`src/rtl/bitstream_carry_resolver.sv`:
```
`default_nettype none
// ============================================================================
// Module      : bitstream_carry_resolver
// Description : Carry-propagation and byte-serialisation stage behind the
//               three-lane arithmetic encoder. Each accepted beat carries up
//               to six pre-bitstream words: a byte in [7:0] and a carry into
//               earlier bytes in [8]. Carries are resolved against a held
//               pending byte plus a counted run of 0xFF bytes. Final bytes
//               leave one per cycle over a valid/ready interface.
// Revision    : 1.0 - initial release
// ----------------------------------------------------------------------------
// Ports:
//   general_clk            clock
//   reset                  synchronous, active-high reset
//   in_valid / in_ready    input beat handshake (in_ready only while idle)
//   in_flag_1..3           per-lane word count (0, 1, 2; 3 acts as 2 + err)
//   in_bit_1_1..in_bit_3_2 six pre-bitstream words, lane-major
//   in_flush               end of frame, qualified by the beat handshake
//   out_byte / out_valid   resolved byte and its valid
//   out_ready              downstream accepts the byte
//   out_last               final byte of a frame
//   done                   one-cycle pulse when a flush completes
//   err                    sticky error flag, cleared only by reset
//   out_byte_count         handshaken output byte count (optional)
// Build option:
//   BITSTREAM_BYTE_COUNT_EN adds the out_byte_count port and its counter.
// ============================================================================
module bitstream_carry_resolver #(
    parameter int GENERAL_RANGE_WIDTH = 16,
    parameter int RUN_WIDTH           = 16
) (
    input  logic                           general_clk,
    input  logic                           reset,
    input  logic                           in_valid,
    output logic                           in_ready,
    input  logic [1:0]                     in_flag_1,
    input  logic [1:0]                     in_flag_2,
    input  logic [1:0]                     in_flag_3,
    input  logic [GENERAL_RANGE_WIDTH-1:0] in_bit_1_1,
    input  logic [GENERAL_RANGE_WIDTH-1:0] in_bit_1_2,
    input  logic [GENERAL_RANGE_WIDTH-1:0] in_bit_2_1,
    input  logic [GENERAL_RANGE_WIDTH-1:0] in_bit_2_2,
    input  logic [GENERAL_RANGE_WIDTH-1:0] in_bit_3_1,
    input  logic [GENERAL_RANGE_WIDTH-1:0] in_bit_3_2,
    input  logic                           in_flush,
    output logic [7:0]                     out_byte,
    output logic                           out_valid,
    input  logic                           out_ready,
    output logic                           out_last,
    output logic                           done,
    output logic                           err
`ifdef BITSTREAM_BYTE_COUNT_EN
    ,
    output logic [31:0]                    out_byte_count
`endif
);

    localparam logic [2:0] S_IDLE      = 3'd0;
    localparam logic [2:0] S_WORD      = 3'd1;
    localparam logic [2:0] S_EMIT_P    = 3'd2;
    localparam logic [2:0] S_EMIT_RUN  = 3'd3;
    localparam logic [2:0] S_FLUSH_P   = 3'd4;
    localparam logic [2:0] S_FLUSH_RUN = 3'd5;
    localparam logic [2:0] S_DONE      = 3'd6;

    localparam logic [RUN_WIDTH-1:0] c_run_max = {RUN_WIDTH{1'b1}};
    localparam logic [RUN_WIDTH-1:0] c_run_one = RUN_WIDTH'(1);

    logic [2:0]                     r_state;
    logic [GENERAL_RANGE_WIDTH-1:0] r_words [0:5];
    logic [5:0]                     r_mask;      // words of the beat still to process
    logic                           r_flush;
    logic [7:0]                     r_pend;      // pending byte P
    logic                           r_has_p;
    logic [RUN_WIDTH-1:0]           r_run;       // count R of held 0xFF bytes
    logic [RUN_WIDTH-1:0]           r_emit_cnt;  // run bytes still to present
    logic [7:0]                     r_fill;      // 0x00 after a carry, else 0xFF
    logic [7:0]                     r_out_byte;
    logic                           r_out_valid;
    logic                           r_out_last;
    logic                           r_done;
    logic                           r_err;

    logic [2:0]                     w_sel;
    logic                           w_any;
    logic [5:0]                     w_sel_oh;
    logic [GENERAL_RANGE_WIDTH-1:0] w_word;
    logic                           w_carry;
    logic [7:0]                     w_byte;
    logic                           w_hi_err;
    logic                           w_bad_flag;

    // Flag 3 is treated as a two-word lane.
    function automatic logic [1:0] f_lane_mask(input logic [1:0] flag);
        case (flag)
            2'd0:    f_lane_mask = 2'b00;
            2'd1:    f_lane_mask = 2'b01;
            default: f_lane_mask = 2'b11;
        endcase
    endfunction

    // Lowest outstanding word in fixed order 1_1, 1_2, 2_1, 2_2, 3_1, 3_2.
    always_comb begin
        w_sel = 3'd0;
        w_any = 1'b0;
        for (int i = 5; i >= 0; i--) begin
            if (r_mask[i]) begin
                w_sel = 3'(i);
                w_any = 1'b1;
            end
        end
    end

    assign w_sel_oh   = 6'b000001 << w_sel;
    assign w_word     = r_words[w_sel];
    assign w_carry    = w_word[8];
    assign w_byte     = w_word[7:0];
    assign w_hi_err   = |(w_word >> 9);
    assign w_bad_flag = (in_flag_1 == 2'd3) || (in_flag_2 == 2'd3) || (in_flag_3 == 2'd3);

    assign in_ready  = (r_state == S_IDLE) && !reset;
    assign out_byte  = r_out_byte;
    assign out_valid = r_out_valid;
    assign out_last  = r_out_last;
    assign done      = r_done;
    assign err       = r_err;

    // Beat payload; only meaningful while the mask says so, so no reset.
    always_ff @(posedge general_clk) begin
        if (in_valid && in_ready) begin
            r_words[0] <= in_bit_1_1;
            r_words[1] <= in_bit_1_2;
            r_words[2] <= in_bit_2_1;
            r_words[3] <= in_bit_2_2;
            r_words[4] <= in_bit_3_1;
            r_words[5] <= in_bit_3_2;
        end
    end

    always_ff @(posedge general_clk) begin
        if (reset) begin
            r_state     <= S_IDLE;
            r_mask      <= 6'd0;
            r_flush     <= 1'b0;
            r_pend      <= 8'h00;
            r_has_p     <= 1'b0;
            r_run       <= '0;
            r_emit_cnt  <= '0;
            r_fill      <= 8'h00;
            r_out_byte  <= 8'h00;
            r_out_valid <= 1'b0;
            r_out_last  <= 1'b0;
            r_done      <= 1'b0;
            r_err       <= 1'b0;
        end else begin
            r_done <= 1'b0;
            case (r_state)
                S_IDLE: begin
                    if (in_valid) begin
                        r_mask  <= {f_lane_mask(in_flag_3), f_lane_mask(in_flag_2),
                                    f_lane_mask(in_flag_1)};
                        r_flush <= in_flush;
                        if (w_bad_flag) r_err <= 1'b1;
                        r_state <= S_WORD;
                    end
                end

                S_WORD: begin
                    if (w_any) begin
                        r_mask <= r_mask & ~w_sel_oh;
                        if (w_hi_err) r_err <= 1'b1;
                        if (!r_has_p) begin
                            // Nothing to carry into: the carry is dropped.
                            r_pend  <= w_byte;
                            r_has_p <= 1'b1;
                            if (w_carry) r_err <= 1'b1;
                        end else if (w_carry) begin
                            // Carry ripples through the run: P+1 then zeros.
                            r_out_byte  <= r_pend + 8'd1;
                            r_out_valid <= 1'b1;
                            r_fill      <= 8'h00;
                            r_emit_cnt  <= r_run;
                            r_pend      <= w_byte;
                            r_run       <= '0;
                            r_state     <= S_EMIT_P;
                        end else if (w_byte == 8'hFF) begin
                            // A 0xFF might still receive a carry: hold it.
                            if (r_run == c_run_max) r_err <= 1'b1;
                            else                    r_run <= r_run + c_run_one;
                        end else begin
                            // A non-0xFF byte absorbs any future carry, so
                            // everything held before it is final.
                            r_out_byte  <= r_pend;
                            r_out_valid <= 1'b1;
                            r_fill      <= 8'hFF;
                            r_emit_cnt  <= r_run;
                            r_pend      <= w_byte;
                            r_run       <= '0;
                            r_state     <= S_EMIT_P;
                        end
                    end else if (r_flush) begin
                        if (r_has_p) begin
                            r_out_byte  <= r_pend;
                            r_out_valid <= 1'b1;
                            r_out_last  <= (r_run == '0);
                            r_emit_cnt  <= r_run;
                            r_state     <= S_FLUSH_P;
                        end else begin
                            r_done  <= 1'b1;
                            r_state <= S_DONE;
                        end
                    end else begin
                        r_state <= S_IDLE;
                    end
                end

                S_EMIT_P, S_EMIT_RUN: begin
                    if (out_ready) begin
                        if (r_emit_cnt != '0) begin
                            r_out_byte <= r_fill;
                            r_emit_cnt <= r_emit_cnt - c_run_one;
                            r_state    <= S_EMIT_RUN;
                        end else begin
                            r_out_valid <= 1'b0;
                            r_state     <= S_WORD;
                        end
                    end
                end

                S_FLUSH_P, S_FLUSH_RUN: begin
                    if (out_ready) begin
                        if (r_emit_cnt != '0) begin
                            r_out_byte <= 8'hFF;
                            r_out_last <= (r_emit_cnt == c_run_one);
                            r_emit_cnt <= r_emit_cnt - c_run_one;
                            r_state    <= S_FLUSH_RUN;
                        end else begin
                            r_out_valid <= 1'b0;
                            r_out_last  <= 1'b0;
                            r_done      <= 1'b1;
                            r_state     <= S_DONE;
                        end
                    end
                end

                S_DONE: begin
                    r_has_p <= 1'b0;
                    r_run   <= '0;
                    r_flush <= 1'b0;
                    r_state <= S_IDLE;
                end

                default: r_state <= S_IDLE;
            endcase
        end
    end

`ifdef BITSTREAM_BYTE_COUNT_EN
    logic [31:0] r_byte_count;

    always_ff @(posedge general_clk) begin
        if (reset || r_done) begin
            r_byte_count <= 32'd0;
        end else if (r_out_valid && out_ready) begin
            r_byte_count <= r_byte_count + 32'd1;
        end
    end

    assign out_byte_count = r_byte_count;
`endif

endmodule
`default_nettype wire
```
`config.mk`:
```
export PLATFORM = sky130hd
export DESIGN_NAME = bitstream_carry_resolver
export DESIGN_NICKNAME = d
export VERILOG_FILES = /design/src/rtl/bitstream_carry_resolver.sv
export SDC_FILE = /design/constraint.sdc
export NUM_CORES = 1
export LEC_CHECK = 0
export ABC_AREA = 1
export BUFFER_PORTS_ARGS = -buffer_cell sky130_fd_sc_hd__buf_2
export CAP_MARGIN = 20
export CORE_MARGIN = 2
export CORE_UTILIZATION = 53
export DETAILED_ROUTE_END_ITERATION = 8
export PLACE_DENSITY = 0.79
export SKIP_CTS_REPAIR_TIMING = 1
export SLEW_MARGIN = 20
export SYNTH_ARGS = -nofsm -noshare
export SYNTH_HDL_FRONTEND = slang
export SYNTH_SLANG_ARGS = --single-unit
export TNS_END_PERCENT = 100
```
`constraint.sdc`:
```
create_clock -name general_clk -period 15.04 [get_ports general_clk]
set_input_delay 1.504 -clock general_clk [delete_from_list [all_inputs] [get_ports general_clk]]
set_output_delay 1.504 -clock general_clk [all_outputs]
set_load 0.02 [all_outputs]
```
==> flow_summary.html, run 1 <==
<table>
<tr><th>Metric</th><th>Value</th></tr>
<tr><th colspan="2">Status</th></tr>
<tr><td>Run status</td><td>complete, no violations</td></tr>
<tr><th colspan="2">Final layout</th></tr>
<tr><td>Net count, final</td><td>1199</td></tr>
<tr><td>Area added between synthesis and finish</td><td>16.1%</td></tr>
<tr><td>Share of cells above drive strength 1</td><td>0.165</td></tr>
<tr><td>Antenna diode instance count</td><td>0</td></tr>
<tr><th colspan="2">Clock tree</th></tr>
<tr><td>Skew-Pair Late Insertion Delay</td><td>0.43 ns</td></tr>
<tr><td>Clk buf depth</td><td>2</td></tr>
<tr><td>Sink Count</td><td>160</td></tr>
<tr><td>Clock buffer count from CTS</td><td>17</td></tr>
<tr><td>Clock tree from TritonCTS</td><td>yes</td></tr>
<tr><td>Register clock-pin slew on the reported worst setup and hold paths</td><td>0.07 ns</td></tr>
<tr><td>Buffer cell driving the clock tree root</td><td>sky130_fd_sc_hd__clkbuf_16</td></tr>
<tr><td>H-tree level count</td><td>4</td></tr>
<tr><th colspan="2">Worst setup path</th></tr>
<tr><td>Flop2flop setup slack</td><td>11.34 ns</td></tr>
<tr><td>Required @ worst endpoint</td><td>15.36 ns</td></tr>
<tr><td>Buffering stage count on the worst path with inverters included</td><td>1</td></tr>
<tr><td>Worst setup path class</td><td>reg2reg</td></tr>
<tr><td>Reg2reg start</td><td>r_mask[0]</td></tr>
<tr><td>Family of cells with the greatest summed delay on the critical path</td><td>simple AND/OR/NAND/NOR gates</td></tr>
<tr><td>Chain of cells forming the critical path</td><td>nor2_2, nand3_2, nor2_2, inv_2, or2_0, o21ai_0, a21oi_2, nand3_1, nor2_4, nand3_2, nand3_2, nor2_1, nor2_1</td></tr>
<tr><td>Worst endpoint data arrival time</td><td>4.02 ns</td></tr>
<tr><td>Crit Reg-Reg Endpoint</td><td>out_byte[6]</td></tr>
<tr><td>Biggest fanout along the worst timing path</td><td>39</td></tr>
<tr><td>Library cell contributing the largest single delay on the critical path</td><td>sky130_fd_sc_hd__nand3_2</td></tr>
<tr><td>Delay of the slowest cell on the worst path</td><td>0.63 ns</td></tr>
<tr><td>Kind of capture point of the worst setup path</td><td>flop</td></tr>
<tr><td>Worst r2r path cells</td><td>13</td></tr>
<tr><td>Most used cell along the critical path</td><td>sky130_fd_sc_hd__nand3_2</td></tr>
<tr><td>Kind of start point of the critical path</td><td>flop</td></tr>
<tr><th colspan="2">Placed design</th></tr>
<tr><td>Number of buffers added on ports</td><td>119</td></tr>
<tr><td>Post-place setup slack</td><td>11.21 ns</td></tr>
<tr><td>Last weighted congestion value of the routability-driven placer</td><td>0.832</td></tr>
<tr><td>Post-detail-place hpwl</td><td>12600 µm</td></tr>
<tr><th colspan="2">Floorplan</th></tr>
<tr><td>Std cell rows</td><td>44</td></tr>
<tr><td>Horizontal die dimension</td><td>126 µm</td></tr>
<tr><td>Area of the die</td><td>0.0159 mm²</td></tr>
<tr><td>Initial standard-cell utilization of the core</td><td>0.543</td></tr>
<tr><td>CORE AREA</td><td>0.0146 mm²</td></tr>
<tr><td>Top Ports</td><td>120</td></tr>
<tr><td>Chip Height</td><td>126 µm</td></tr>
<tr><th colspan="2">Yosys</th></tr>
<tr><td>Synthesized cell area</td><td>0.00792 mm²</td></tr>
<tr><td>Share of synthesized cell area in and, or, nand and nor gates</td><td>0.282</td></tr>
<tr><td>Syn_area_per_cell</td><td>8.11 µm²</td></tr>
<tr><td>Count of state elements after synthesis</td><td>160</td></tr>
<tr><td>Share of synthesized cell area in full adder, half adder and majority cells</td><td>0.00790</td></tr>
<tr><td>Yosys Warn Count</td><td>0</td></tr>
<tr><td>Async SR Flop Fraction</td><td>0</td></tr>
<tr><td>Number of enable-type register cells in the synthesized netlist</td><td>96</td></tr>
<tr><td>Post-Syn Nets</td><td>1088</td></tr>
<tr><td>Main combinational cell family by area after synthesis</td><td>simple AND/OR/NAND/NOR gates</td></tr>
<tr><td>Commonest register cell after synthesis</td><td>sky130_fd_sc_hd__edfxtp_1</td></tr>
<tr><td>Proportion of synthesized area in mux cells</td><td>0</td></tr>
<tr><td>Fraction of the yosys area taken by sequential cells</td><td>0.526</td></tr>
<tr><td>Post-synthesis instance total</td><td>976</td></tr>
<tr><td>Post-synthesis share of cell area spent on xor and xnor gates</td><td>0.0155</td></tr>
<tr><td>Post-synth cell types</td><td>43</td></tr>
<tr><td>Fraction of the mapped netlist area in compound gates</td><td>0.0797</td></tr>
<tr><th colspan="2">Run</th></tr>
<tr><td>Number of max-cap violations</td><td>0</td></tr>
<tr><th colspan="2">Global routing</th></tr>
<tr><td>Number of global-route vias before repair</td><td>6284</td></tr>
<tr><td>GRT Total Usage</td><td>0.234</td></tr>
<tr><td>Wire length of the first global-routing pass</td><td>29700 µm</td></tr>
<tr><td>Maximum number of pins on one net before global-route repair</td><td>99</td></tr>
<tr><td>Sum of overflow across all layers after global routing</td><td>0</td></tr>
<tr><td>Antenna violations before repair</td><td>0</td></tr>
<tr><th colspan="2">Drt</th></tr>
<tr><td>Count of vias placed by the detailed router</td><td>6804</td></tr>
<tr><td>Final WL</td><td>18200 µm</td></tr>
<tr><td>DRT antenna net count</td><td>0</td></tr>
<tr><td>Via count normalized by instance count</td><td>5.30</td></tr>
<tr><td>Number of violations reported at the end of detailed-routing iteration 0</td><td>546</td></tr>
<tr><td>Pre-Repair DR Iteration Count</td><td>7</td></tr>
<tr><td>Routed metal-1 wirelength</td><td>8010 µm</td></tr>
<tr><td>Routed wire length on met2</td><td>8370 µm</td></tr>
<tr><td>Wire length per cell after detailed routing</td><td>14.1 µm</td></tr>
<tr><td>Residual DRC count</td><td>0</td></tr>
<tr><td>Routed wl met3</td><td>1400 µm</td></tr>
<tr><td>Top layer used by detailed routing</td><td>met4</td></tr>
<tr><th colspan="2">Power and ir drop</th></tr>
<tr><td>Share of total power in combinational logic</td><td>0.475</td></tr>
<tr><td>Internal Pwr Total</td><td>1.16 mW</td></tr>
<tr><td>Sequential share of power</td><td>0.327</td></tr>
<tr><td>Clock network power share</td><td>0.198</td></tr>
<tr><td>Leakage power</td><td>4.08 nW</td></tr>
<tr><td>Sw Share</td><td>0.458</td></tr>
<tr><td>NetSw</td><td>0.979 mW</td></tr>
<tr><td>Peak supply drop</td><td>0.122 mV</td></tr>
<tr><td>Power per cell area</td><td>232 mW/mm²</td></tr>
<tr><th colspan="2">Timing</th></tr>
<tr><td>Final hold violations</td><td>0</td></tr>
<tr><td>Unrepaired setup endpoints after global routing</td><td>false</td></tr>
<tr><td>Final critical delay including setup and external delays</td><td>3.70 ns</td></tr>
<tr><td>Number of setup violations in the final report</td><td>0</td></tr>
<tr><td>Worst slew margin relative to its limit</td><td>0.341</td></tr>
<tr><td>Post-Route Skew</td><td>0.00805 ns</td></tr>
<tr><td>Highest attainable clock frequency</td><td>270 MHz</td></tr>
<tr><td>Final period utilization</td><td>0.246</td></tr>
<tr><td>Slew @ Worst Pin</td><td>0.988 ns</td></tr>
<tr><td>Smallest setup slack after layout</td><td>11.34 ns</td></tr>
<tr><td>Number of slew-limit violations in the final report</td><td>0</td></tr>
<tr><td>Final TNS setup</td><td>0 ns</td></tr>
<tr><th colspan="2">Hold path</th></tr>
<tr><td>HP Class</td><td>reg2reg</td></tr>
<tr><td>Number of cells traversed by the worst hold path</td><td>2</td></tr>
<tr><td>Source of the worst hold timing path</td><td>r_fill[6]</td></tr>
<tr><td>Hold EP</td><td>r_fill[6]</td></tr>
</table>
## worst min-delay path, stage by stage, from the launching register on
cell and delay, ns:
sky130_fd_sc_hd__dfxtp_1 0.30, sky130_fd_sc_hd__inv_1 0.07, sky130_fd_sc_hd__a21oi_1 0.06
## flip-flops by register name (all words and copies together), names as in the netlist, 3 cells and up
register and count:
out_byte 8, r_emit_cnt 16, r_mask 6, r_pend 8, r_run 16, r_state 3
r_words 96
## final cells by class
| type | count | area (µm²) |
|---|---|---|
| sequential | 160 | 4160 |
| clock inverter | 14 | 144 |
| tap | 184 | 230 |
| fill | 1246 | 5400 |
| clock buffer | 18 | 429 |
| inverter | 147 | 552 |
| timing repair buffer | 121 | 614 |
| multi-input combinational | 640 | 3060 |
## per-stage QoR
step / cell area (µm²) / hold slack [ns] / std cells / utilization / power (mW)
after floorplan: 7920 / 0.434 / 976 / - / 1.49
after global placement: 8620 / 0.455 / 1252 / 0.591 / 1.67
after detailed placement: 8620 / 0.467 / 1252 / 0.591 / 1.70
after CTS: 9190 / 0.476 / 1284 / 0.630 / 2.13
after global routing: 9190 / 0.490 / 1284 / 0.630 / 2.32
final: 9190 / 0.479 / 1284 / 0.630 / 2.14
## routing by layer
| metal | up-vias | GRT usage |
|---|---|---|
| li1 | 3431 | - |
| met1 | 3048 | 0.309 |
| met2 | 288 | 0.378 |
| met3 | 37 | 0.0578 |
| met4 | 0 | 0.0821 |
| met5 | - | 0 |
## logic make-up after synthesis
logic type,count (synthesis)
compound gates,111
xor+xnor,14
fa+ha+maj,5
buf+inv,176
flops,160
simple gates,510
## worst max path at each step
stage                          from             end  slack [ns]  cells after the start
after floorplan            in_valid       r_mask[2]        8.17                      8
after global placement     in_valid  r_words[3][10]       11.36                      8
after detailed placement   in_valid       r_mask[2]       11.21                     10
after CTS                 r_mask[0]     out_byte[6]       11.43                     13
after global routing      r_mask[0]     out_byte[6]       10.99                     13
final                     r_mask[0]     out_byte[6]       11.34                     13
## Yosys cell counts (2+ instances only)
library cell / number / area (µm²)
sky130_fd_sc_hd__inv_1: 138 / 518
sky130_fd_sc_hd__xor2_1: 13 / 114
sky130_fd_sc_hd__buf_4: 2 / 15.0
sky130_fd_sc_hd__a22oi_1: 2 / 15.0
sky130_fd_sc_hd__nor2_2: 6 / 37.5
sky130_fd_sc_hd__buf_1: 6 / 22.5
sky130_fd_sc_hd__nand4_1: 41 / 257
sky130_fd_sc_hd__a211oi_1: 2 / 15.0
sky130_fd_sc_hd__nor3_1: 18 / 90.1
sky130_fd_sc_hd__edfxtp_1: 96 / 2880
sky130_fd_sc_hd__ha_1: 5 / 62.6
sky130_fd_sc_hd__clkinv_1: 2 / 7.51
sky130_fd_sc_hd__nand3b_1: 7 / 52.6
sky130_fd_sc_hd__o22ai_1: 6 / 37.5
sky130_fd_sc_hd__nand3_2: 4 / 40.0
sky130_fd_sc_hd__nand2_1: 200 / 751
sky130_fd_sc_hd__dfxtp_1: 64 / 1280
sky130_fd_sc_hd__o31ai_1: 7 / 52.6
sky130_fd_sc_hd__inv_2: 7 / 26.3
sky130_fd_sc_hd__nand2_2: 5 / 31.3
sky130_fd_sc_hd__o21ai_0: 52 / 260
sky130_fd_sc_hd__a21oi_2: 3 / 26.3
sky130_fd_sc_hd__nor4_1: 4 / 25.0
sky130_fd_sc_hd__clkbuf_1: 10 / 37.5
sky130_fd_sc_hd__buf_6: 3 / 33.8
sky130_fd_sc_hd__buf_2: 8 / 40.0
sky130_fd_sc_hd__nand3_1: 65 / 325
sky130_fd_sc_hd__nor2_1: 155 / 582
sky130_fd_sc_hd__a21oi_1: 31 / 155
## power groups by stage
stage	Combinational (mW)	Sequential [mW]	Clock [mW]
floorplan	0.783	0.707	0
global placement	0.970	0.702	0
detailed placement	0.992	0.705	0
CTS	1.00	0.698	0.427
global route	1.15	0.714	0.447
finish	1.02	0.698	0.423
## layout by cell type, fill, tap and decap left out, types with 2 or more instances in the layout
master                      instances
sky130_fd_sc_hd__a211oi_1           2
sky130_fd_sc_hd__a21oi_1           31
sky130_fd_sc_hd__a21oi_2            3
sky130_fd_sc_hd__a22oi_1            2
sky130_fd_sc_hd__buf_2            119
sky130_fd_sc_hd__clkbuf_16         17
sky130_fd_sc_hd__clkinv_1           2
sky130_fd_sc_hd__clkinv_2           2
sky130_fd_sc_hd__clkinv_4           3
sky130_fd_sc_hd__dfxtp_1           64
sky130_fd_sc_hd__edfxtp_1          96
sky130_fd_sc_hd__ha_1               5
sky130_fd_sc_hd__inv_1            138
sky130_fd_sc_hd__inv_2              7
sky130_fd_sc_hd__inv_6              5
sky130_fd_sc_hd__inv_8              3
sky130_fd_sc_hd__nand2_1          200
sky130_fd_sc_hd__nand2_2            5
sky130_fd_sc_hd__nand3_1           65
sky130_fd_sc_hd__nand3_2            4
sky130_fd_sc_hd__nand3b_1           7
sky130_fd_sc_hd__nand4_1           41
sky130_fd_sc_hd__nor2_1           154
sky130_fd_sc_hd__nor2_2             6
sky130_fd_sc_hd__nor2_4             2
sky130_fd_sc_hd__nor3_1            18
sky130_fd_sc_hd__nor4_1             4
sky130_fd_sc_hd__o21ai_0           52
sky130_fd_sc_hd__o22ai_1            6
sky130_fd_sc_hd__o31ai_1            7
sky130_fd_sc_hd__xor2_1            13
No activity file was read; power rests on OpenSTA's default activity.
==> run 2: changes to the inputs <==
CORE_UTILIZATION = 52   (was 53)
PLACE_DENSITY = 0.81   (was 0.79)
clock period = 3.12 ns   (was 15.04 ns; I/O delays follow)
==> run 2 against run 1 <==
- sequential share of layout area down 0.72 points
- die area up 1.9%
- core utilization down 0.81 points
- sequential cell count unchanged
- maximum frequency up 33%
- first-iteration DRC count up 20%
- total power rose to 4.9 times the previous value
- non-clock buffer count up 13
- hold slack worse by 0.43 ns
- via count up 1.2%
- largest cell class unchanged
==> flow_summary.html, run 2 (synthesized netlist as in run 1, its figures left out) <==
<table>
<tr><th>Metric</th><th>Value</th></tr>
<tr><th colspan="2">Status</th></tr>
<tr><td>Run status</td><td>complete, no violations</td></tr>
<tr><th colspan="2">Clock tree</th></tr>
<tr><td>Sink Count</td><td>160 (unchanged)</td></tr>
<tr><td>Register clock-pin slew on the reported worst setup and hold paths</td><td>0.07 ns (about the same)</td></tr>
<tr><td>H-tree level count</td><td>4 (unchanged)</td></tr>
<tr><td>Clock tree from TritonCTS</td><td>yes</td></tr>
<tr><td>Clk buf depth</td><td>2 (unchanged)</td></tr>
<tr><td>Skew-Pair Late Insertion Delay</td><td>0.44 ns (about the same)</td></tr>
<tr><td>Clock buffer count from CTS</td><td>17 (unchanged)</td></tr>
<tr><td>Buffer cell driving the clock tree root</td><td>sky130_fd_sc_hd__clkbuf_16</td></tr>
<tr><th colspan="2">Power and ir drop</th></tr>
<tr><td>Peak supply drop</td><td>0.552 mV (+350%)</td></tr>
<tr><td>Power per cell area</td><td>1120 mW/mm² (+380%)</td></tr>
<tr><td>Leakage power</td><td>4.15 nW (+1.6%)</td></tr>
<tr><th colspan="2">Drt</th></tr>
<tr><td>Final WL</td><td>18500 µm (+2.0%)</td></tr>
<tr><td>DRT antenna net count</td><td>0 (unchanged)</td></tr>
<tr><td>Residual DRC count</td><td>0 (unchanged)</td></tr>
<tr><td>Pre-Repair DR Iteration Count</td><td>5 (-2)</td></tr>
<tr><td>Count of vias placed by the detailed router</td><td>6888 (+1.2%)</td></tr>
<tr><td>Number of violations reported at the end of detailed-routing iteration 0</td><td>655 (+20%)</td></tr>
<tr><td>Via count normalized by instance count</td><td>5.29 (about the same)</td></tr>
<tr><td>Wire length per cell after detailed routing</td><td>14.2 µm (+0.69%)</td></tr>
<tr><th colspan="2">Worst setup path</th></tr>
<tr><td>Biggest fanout along the worst timing path</td><td>12 (-69%)</td></tr>
<tr><td>Delay of the slowest cell on the worst path</td><td>0.42 ns (-0.21 ns)</td></tr>
<tr><td>Required @ worst endpoint</td><td>3.48 ns (-11.88 ns)</td></tr>
<tr><td>Kind of capture point of the worst setup path</td><td>flop</td></tr>
<tr><td>Chain of cells forming the critical path</td><td>clkinvlp_4, nand2_4, nand2_4, nand2_2, nand3_1, nand3_1, nand2_1, nand2_1, nand3_1, nor2_4, nand3_1, nand2_2, inv_2, nand2_1, nand2_1, nor2_1</td></tr>
<tr><td>Flop2flop setup slack</td><td>0.34 ns (-11.00 ns)</td></tr>
<tr><td>End of the critical path</td><td>r_run[3]</td></tr>
<tr><td>Kind of start point of the critical path</td><td>flop</td></tr>
<tr><td>Worst r2r path cells</td><td>16 (+3)</td></tr>
<tr><td>Worst setup path class</td><td>reg2reg</td></tr>
<tr><td>Reg2reg start</td><td>r_mask[2]</td></tr>
<tr><td>Worst endpoint data arrival time</td><td>3.15 ns (-0.87 ns)</td></tr>
<tr><td>Crit Reg-Reg Endpoint</td><td>r_run[3]</td></tr>
<tr><td>Library cell contributing the largest single delay on the critical path</td><td>sky130_fd_sc_hd__dfxtp_1</td></tr>
<tr><td>CP startpoint</td><td>r_mask[2]</td></tr>
<tr><th colspan="2">Timing</th></tr>
<tr><td>Final critical delay including setup and external delays</td><td>2.78 ns (-0.918 ns)</td></tr>
<tr><td>Worst slew margin relative to its limit</td><td>0.372 (+0.0302)</td></tr>
<tr><td>Highest attainable clock frequency</td><td>359 MHz (+33%)</td></tr>
<tr><td>Final hold violations</td><td>0 (unchanged)</td></tr>
<tr><td>Final period utilization</td><td>0.892 (+0.646)</td></tr>
<tr><td>Unrepaired setup endpoints after global routing</td><td>false</td></tr>
<tr><td>Number of setup violations in the final report</td><td>0 (unchanged)</td></tr>
<tr><td>Post-Route Skew</td><td>0.0179 ns (+0.00987 ns)</td></tr>
<tr><td>Final TNS setup</td><td>0 ns (unchanged)</td></tr>
<tr><td>Number of slew-limit violations in the final report</td><td>0 (unchanged)</td></tr>
<tr><td>Slew @ Worst Pin</td><td>0.941 ns (-0.0467 ns)</td></tr>
<tr><th colspan="2">Placed design</th></tr>
<tr><td>Placement-stage cell area</td><td>0.00878 mm² (+1.9%)</td></tr>
<tr><td>Post-detail-place hpwl</td><td>13400 µm (+6.1%)</td></tr>
<tr><td>Last weighted congestion value of the routability-driven placer</td><td>0.904 (+8.7%)</td></tr>
<tr><td>Number of placed instances, taps included</td><td>1269 (+1.4%)</td></tr>
<tr><td>Number of buffers added on ports</td><td>119 (unchanged)</td></tr>
<tr><th colspan="2">Global routing</th></tr>
<tr><td>Sum of overflow across all layers after global routing</td><td>0 (unchanged)</td></tr>
<tr><td>Antenna violations before repair</td><td>0 (unchanged)</td></tr>
<tr><td>Wire length of the first global-routing pass</td><td>30200 µm (+1.7%)</td></tr>
<tr><td>Met3 usage in global routing</td><td>0.0637 (+0.00588)</td></tr>
<tr><td>GRT Total Usage</td><td>0.237 (+0.00302)</td></tr>
<tr><td>Number of global-route vias before repair</td><td>6514 (+3.7%)</td></tr>
<tr><td>Maximum number of pins on one net before global-route repair</td><td>58 (-41%)</td></tr>
<tr><td>Routing usage on met2</td><td>0.379 (+0.00176)</td></tr>
<tr><td>Peak-usage layer in the global routing report</td><td>met2</td></tr>
<tr><td>Met1 track utilization from global routing</td><td>0.308 (-0.00122)</td></tr>
<tr><th colspan="2">Floorplan</th></tr>
<tr><td>Horizontal die dimension</td><td>127 µm (+0.93%)</td></tr>
<tr><td>CORE AREA</td><td>0.0150 mm² (+3.0%)</td></tr>
<tr><td>Std cell rows</td><td>45 (+2.3%)</td></tr>
<tr><td>Initial standard-cell utilization of the core</td><td>0.527 (-0.0160)</td></tr>
<tr><td>Chip Height</td><td>127 µm (+0.93%)</td></tr>
<tr><td>Area of the die</td><td>0.0162 mm² (+1.9%)</td></tr>
<tr><td>Top Ports</td><td>120 (unchanged)</td></tr>
<tr><th colspan="2">Final layout</th></tr>
<tr><td>Finished Layout Cells</td><td>1301 (+1.3%)</td></tr>
<tr><td>Area added between synthesis and finish</td><td>18.1%</td></tr>
<tr><td>Leading cell type in the layout, fill and taps excluded</td><td>sky130_fd_sc_hd__nand2_1</td></tr>
<tr><td>Number of flip-flops in the largest register</td><td>96 (unchanged)</td></tr>
<tr><td>Number of fill cells in the layout</td><td>1258 (+0.96%)</td></tr>
<tr><td>Share of the core filled with cells in the final layout</td><td>0.622 (-0.00813)</td></tr>
<tr><td>Antenna diode instance count</td><td>0 (unchanged)</td></tr>
<tr><td>Net count, final</td><td>1212 (+1.1%)</td></tr>
<tr><td>Share of cells above drive strength 1</td><td>0.186 (+0.0205)</td></tr>
<tr><td>Commonest cells after routing, fill and taps aside</td><td>sky130_fd_sc_hd__nand2_1 (200), sky130_fd_sc_hd__nor2_1 (150), sky130_fd_sc_hd__inv_1 (133)</td></tr>
<tr><td>Post-route cell area</td><td>0.00935 mm² (+1.7%)</td></tr>
<tr><td>Most flop-heavy register</td><td>r_words</td></tr>
<tr><td>Largest registers in the final layout</td><td>r_words x96, r_emit_cnt x16, r_run x16</td></tr>
<tr><th colspan="2">Hold path</th></tr>
<tr><td>HP Class</td><td>in2reg</td></tr>
<tr><th colspan="2">Run</th></tr>
<tr><td>Number of max-cap violations</td><td>0 (unchanged)</td></tr>
</table>
==> run 2: routing by layer <==
metal / wire, µm / part of all wire
met3: 1320 / 0.071
met4: 462 / 0.025
met5: 0 / 0
met1: 8140 / 0.44
met2: 8600 / 0.46
==> run 2: area by class of cell <==
type,count,area (µm²),share of cell area
flip-flops and latches,160,4170,0.446
multi-input cells,640,3080,0.330
repair buffers,134,758,0.0811
inverters,147,556,0.0594
clock buffers,18,429,0.0459
well taps,188,235,0.0252
clock inverters,14,120,0.0128
==> run 2: worst min-delay path by stage <==
stage                              start              to  slack [ns]  cells after the start
final                      in_bit_2_1[6]   r_words[2][6]        0.05                      1
after global placement         r_pend[4]       r_pend[4]        0.45                      2
after CTS                 in_bit_2_2[10]  r_words[3][10]        0.03                      1
after global routing      in_bit_2_2[10]  r_words[3][10]        0.03                      1
after floorplan            in_bit_1_1[0]   r_words[0][0]        0.41                      0
after detailed placement       r_fill[6]       r_fill[6]        0.46                      2
==> run 2: power breakdown <==
group          internal [mW]  leakage (nW)  switching, mW  total, mW
logic                   1.68          2.46           3.49       5.17
registers               2.98          1.42          0.396       3.37
clock network           1.05         0.270          0.914       1.96
==> run 2: stage by stage <==
step	total power, mW	setup WS (ns)	hold slack, ns
2_1_floorplan	7.18	0.00662	0.411
3_3_place_gp	8.30	0.380	0.454
3_5_place_dp	8.42	0.281	0.461
4_1_cts	10.4	0.219	0.0286
5_1_grt	11.3	0.0861	0.0281
6_report	10.5	0.336	0.0451
==> run 2: critical path: cells and delay by family (launching register included) <==
kind                   cells  cell delay, ns
and+or+nand+nor           14            1.88
DFF                        1            0.42
buffers and inverters      2            0.40
==> run 3: changes to the inputs <==
REMOVE_ABC_BUFFERS = 1   (was default)
==> run 3 against run 2 <==
- sequential power about the same
- wire length up 1.2%
- total power up 0.96%
- register-to-register slack worse by 0.06 ns
- clock skew down 0.0035 ns
- global-route usage down 0.39 points
- core utilization up 0.41 points
- largest cell class unchanged
- highest routed layer unchanged
==> flow_summary.html, run 3 (synthesized netlist as in run 1, its figures left out) <==
<table>
<tr><th>Metric</th><th>Value</th></tr>
<tr><th colspan="2">Worst setup path</th></tr>
<tr><td>Worst r2r path cells</td><td>18 (+2)</td></tr>
<tr><td>Kind of start point of the critical path</td><td>flop</td></tr>
<tr><td>Crit Reg-Reg Endpoint</td><td>out_byte[0]</td></tr>
<tr><td>Required @ worst endpoint</td><td>3.43 ns (-0.05 ns)</td></tr>
<tr><td>Worst endpoint data arrival time</td><td>3.15 ns (about the same)</td></tr>
<tr><td>Flop2flop setup slack</td><td>0.28 ns (-0.06 ns)</td></tr>
<tr><td>Worst setup path class</td><td>reg2reg</td></tr>
<tr><td>Reg2reg start</td><td>r_mask[0]</td></tr>
<tr><td>Kind of capture point of the worst setup path</td><td>flop</td></tr>
<tr><td>Biggest fanout along the worst timing path</td><td>15 (+3)</td></tr>
<tr><th colspan="2">Timing</th></tr>
<tr><td>Smallest setup slack after layout</td><td>0.280 ns (-0.0560 ns)</td></tr>
<tr><td>Highest attainable clock frequency</td><td>352 MHz (-2.0%)</td></tr>
<tr><td>Final hold violations</td><td>0 (unchanged)</td></tr>
<tr><td>Final critical delay including setup and external delays</td><td>2.84 ns (+0.0560 ns)</td></tr>
<tr><td>Worst slew margin relative to its limit</td><td>0.371 (-0.000487)</td></tr>
<tr><td>Number of setup violations in the final report</td><td>0 (unchanged)</td></tr>
<tr><td>Unrepaired setup endpoints after global routing</td><td>false</td></tr>
<tr><td>Slew @ Worst Pin</td><td>0.943 ns (+0.00210 ns)</td></tr>
<tr><td>Post-Route Skew</td><td>0.0144 ns (-0.00347 ns)</td></tr>
<tr><td>Final TNS setup</td><td>0 ns (unchanged)</td></tr>
<tr><td>Number of slew-limit violations in the final report</td><td>0 (unchanged)</td></tr>
<tr><td>Final period utilization</td><td>0.910 (+0.0179)</td></tr>
<tr><th colspan="2">Final layout</th></tr>
<tr><td>Net count, final</td><td>1216 (+0.33%)</td></tr>
<tr><td>Number of flip-flops in the largest register</td><td>96 (unchanged)</td></tr>
<tr><td>Share of cells above drive strength 1</td><td>0.180 (-0.00604)</td></tr>
<tr><td>Area added between synthesis and finish</td><td>18.9%</td></tr>
<tr><td>Largest registers in the final layout</td><td>r_words x96, r_emit_cnt x16, r_run x16</td></tr>
<tr><td>Antenna diode instance count</td><td>0 (unchanged)</td></tr>
<tr><td>Commonest cells after routing, fill and taps aside</td><td>sky130_fd_sc_hd__nand2_1 (200), sky130_fd_sc_hd__nor2_1 (154), sky130_fd_sc_hd__inv_1 (137)</td></tr>
<tr><td>Most flop-heavy register</td><td>r_words</td></tr>
<tr><td>Finished Layout Cells</td><td>1305 (+0.31%)</td></tr>
<tr><td>Leading cell type in the layout, fill and taps excluded</td><td>sky130_fd_sc_hd__nand2_1</td></tr>
<tr><th colspan="2">Placed design</th></tr>
<tr><td>Number of placed instances, taps included</td><td>1271 (+0.16%)</td></tr>
<tr><td>Post-place setup slack</td><td>0.181 ns (-0.100 ns)</td></tr>
<tr><td>Post-detail-place hpwl</td><td>13700 µm (+2.1%)</td></tr>
<tr><td>Last weighted congestion value of the routability-driven placer</td><td>0.923 (+2.1%)</td></tr>
<tr><td>Number of buffers added on ports</td><td>119 (unchanged)</td></tr>
<tr><th colspan="2">Clock tree</th></tr>
<tr><td>Register clock-pin slew on the reported worst setup and hold paths</td><td>0.07 ns (about the same)</td></tr>
<tr><td>Skew-Pair Late Insertion Delay</td><td>0.43 ns (about the same)</td></tr>
<tr><td>Buffer cell driving the clock tree root</td><td>sky130_fd_sc_hd__clkbuf_16</td></tr>
<tr><td>Clock tree from TritonCTS</td><td>yes</td></tr>
<tr><td>Clock buffer count from CTS</td><td>17 (unchanged)</td></tr>
<tr><td>H-tree level count</td><td>4 (unchanged)</td></tr>
<tr><td>Sink Count</td><td>160 (unchanged)</td></tr>
<tr><td>Clk buf depth</td><td>2 (unchanged)</td></tr>
<tr><th colspan="2">Drt</th></tr>
<tr><td>Via count normalized by instance count</td><td>5.29 (-0.15%)</td></tr>
<tr><td>DRT antenna net count</td><td>0 (unchanged)</td></tr>
<tr><td>Count of vias placed by the detailed router</td><td>6899 (+0.16%)</td></tr>
<tr><td>Final WL</td><td>18800 µm (+1.2%)</td></tr>
<tr><td>Wire length per cell after detailed routing</td><td>14.4 µm (+0.90%)</td></tr>
<tr><td>Residual DRC count</td><td>0 (unchanged)</td></tr>
<tr><td>Number of violations reported at the end of detailed-routing iteration 0</td><td>685 (+4.6%)</td></tr>
<tr><td>Pre-Repair DR Iteration Count</td><td>5 (unchanged)</td></tr>
<tr><th colspan="2">Floorplan</th></tr>
<tr><td>Std cell rows</td><td>45 (unchanged)</td></tr>
<tr><td>Area of the die</td><td>0.0162 mm² (unchanged)</td></tr>
<tr><td>Chip Height</td><td>127 µm (unchanged)</td></tr>
<tr><td>Initial standard-cell utilization of the core</td><td>0.527 (unchanged)</td></tr>
<tr><td>Horizontal die dimension</td><td>127 µm (unchanged)</td></tr>
<tr><td>Top Ports</td><td>120 (unchanged)</td></tr>
<tr><td>CORE AREA</td><td>0.0150 mm² (unchanged)</td></tr>
<tr><th colspan="2">Global routing</th></tr>
<tr><td>Number of global-route vias before repair</td><td>6254 (-4.0%)</td></tr>
<tr><td>Antenna violations before repair</td><td>0 (unchanged)</td></tr>
<tr><td>Maximum number of pins on one net before global-route repair</td><td>55 (-5.2%)</td></tr>
<tr><td>Sum of overflow across all layers after global routing</td><td>0 (unchanged)</td></tr>
<tr><td>GRT Total Usage</td><td>0.233 (-0.00394)</td></tr>
<tr><td>Wire length of the first global-routing pass</td><td>29800 µm (-1.5%)</td></tr>
<tr><th colspan="2">Power and ir drop</th></tr>
<tr><td>Share of total power in combinational logic</td><td>0.483 (-0.009)</td></tr>
<tr><td>Leakage power</td><td>4.18 nW (+0.79%)</td></tr>
<tr><td>Peak supply drop</td><td>0.882 mV (+60%)</td></tr>
<tr><td>Sw Share</td><td>0.448 (-0.00907)</td></tr>
<tr><td>Power per cell area</td><td>1130 mW/mm² (+0.31%)</td></tr>
<tr><td>Sequential share of power</td><td>0.318 (-0.003)</td></tr>
<tr><td>Clock network power share</td><td>0.199 (+0.012)</td></tr>
<tr><td>NetSw</td><td>4.75 mW (-1.0%)</td></tr>
<tr><td>Total chip power</td><td>10.6 mW (+0.96%)</td></tr>
<tr><td>Internal Pwr Total</td><td>5.85 mW (+2.7%)</td></tr>
<tr><th colspan="2">Hold path</th></tr>
<tr><td>Number of cells traversed by the worst hold path</td><td>1 (unchanged)</td></tr>
<tr><td>HP Class</td><td>in2reg</td></tr>
<tr><td>Hold EP</td><td>r_words[1][5]</td></tr>
<tr><td>Source of the worst hold timing path</td><td>in_bit_1_2[5]</td></tr>
<tr><th colspan="2">Run</th></tr>
<tr><td>Number of max-cap violations</td><td>0 (unchanged)</td></tr>
<tr><th colspan="2">Status</th></tr>
<tr><td>Run status</td><td>complete, no violations</td></tr>
</table>
[run 3: worst max-delay path: stages, from the launching register on]
cell,delay [ns]
sky130_fd_sc_hd__dfxtp_1,0.34
sky130_fd_sc_hd__nor2_2,0.18
sky130_fd_sc_hd__buf_4,0.22
sky130_fd_sc_hd__inv_2,0.06
sky130_fd_sc_hd__nor2_2,0.31
sky130_fd_sc_hd__nand3_1,0.13
sky130_fd_sc_hd__nand2_1,0.08
sky130_fd_sc_hd__inv_1,0.04
sky130_fd_sc_hd__nand3_1,0.11
sky130_fd_sc_hd__nand2_1,0.06
sky130_fd_sc_hd__nand2_1,0.10
sky130_fd_sc_hd__nand3_1,0.13
sky130_fd_sc_hd__nor2_4,0.18
sky130_fd_sc_hd__nand3_2,0.11
sky130_fd_sc_hd__nand3_2,0.23
sky130_fd_sc_hd__buf_4,0.24
sky130_fd_sc_hd__nand2_1,0.08
sky130_fd_sc_hd__nand2_1,0.06
sky130_fd_sc_hd__nor2_1,0.06
[run 3: worst max-delay path by stage]
stage / startpoint / endpoint / slack (ns) / cells past startpoint
3_3_place_gp: r_mask[3] / out_byte[3] / 0.35 / 16
6_report: r_mask[0] / out_byte[0] / 0.28 / 18
2_1_floorplan: r_mask[3] / r_mask[2] / -3.16 / 12
5_1_grt: r_run[0] / r_run[1] / 0.06 / 12
3_5_place_dp: r_mask[3] / out_byte[0] / 0.18 / 16
4_1_cts: r_mask[3] / out_byte[0] / 0.14 / 16
[run 3: through the flow]
stage / hold slack, ns / util / area (µm²)
after floorplan: 0.381 / - / 7770
after global placement: 0.455 / 0.584 / 8780
after detailed placement: 0.457 / 0.584 / 8780
after CTS: 0.0364 / 0.624 / 9380
after global routing: 0.0389 / 0.626 / 9410
final: 0.0510 / 0.626 / 9410
[run 3: cell type report]
type / instances / area, µm²
Clock buffer: 17 / 425
Clock inverter: 15 / 171
Fill cell: 1265 / 5620
Inverter: 147 / 556
Multi-Input combinational cell: 640 / 3070
Sequential cell: 160 / 4170
Tap cell: 188 / 235
Timing Repair Buffer: 138 / 788
[run 3: power groups by stage]
stage / Sequential, mW / Combinational, mW / Clock [mW]
floorplan: 3.42 / 3.58 / 0
global placement: 3.39 / 4.88 / 0
detailed placement: 3.40 / 4.99 / 0
CTS: 3.36 / 5.04 / 2.14
global route: 3.44 / 5.73 / 2.23
finish: 3.37 / 5.12 / 2.11
[run 3: routing by layer]
layer  vias up  track usage  part of all wire
li1       3468            -                 -
met1      3092        0.303              0.43
met2       307        0.379              0.47
met3        32       0.0586             0.079
met4         0       0.0847             0.021
met5         -            0                 0
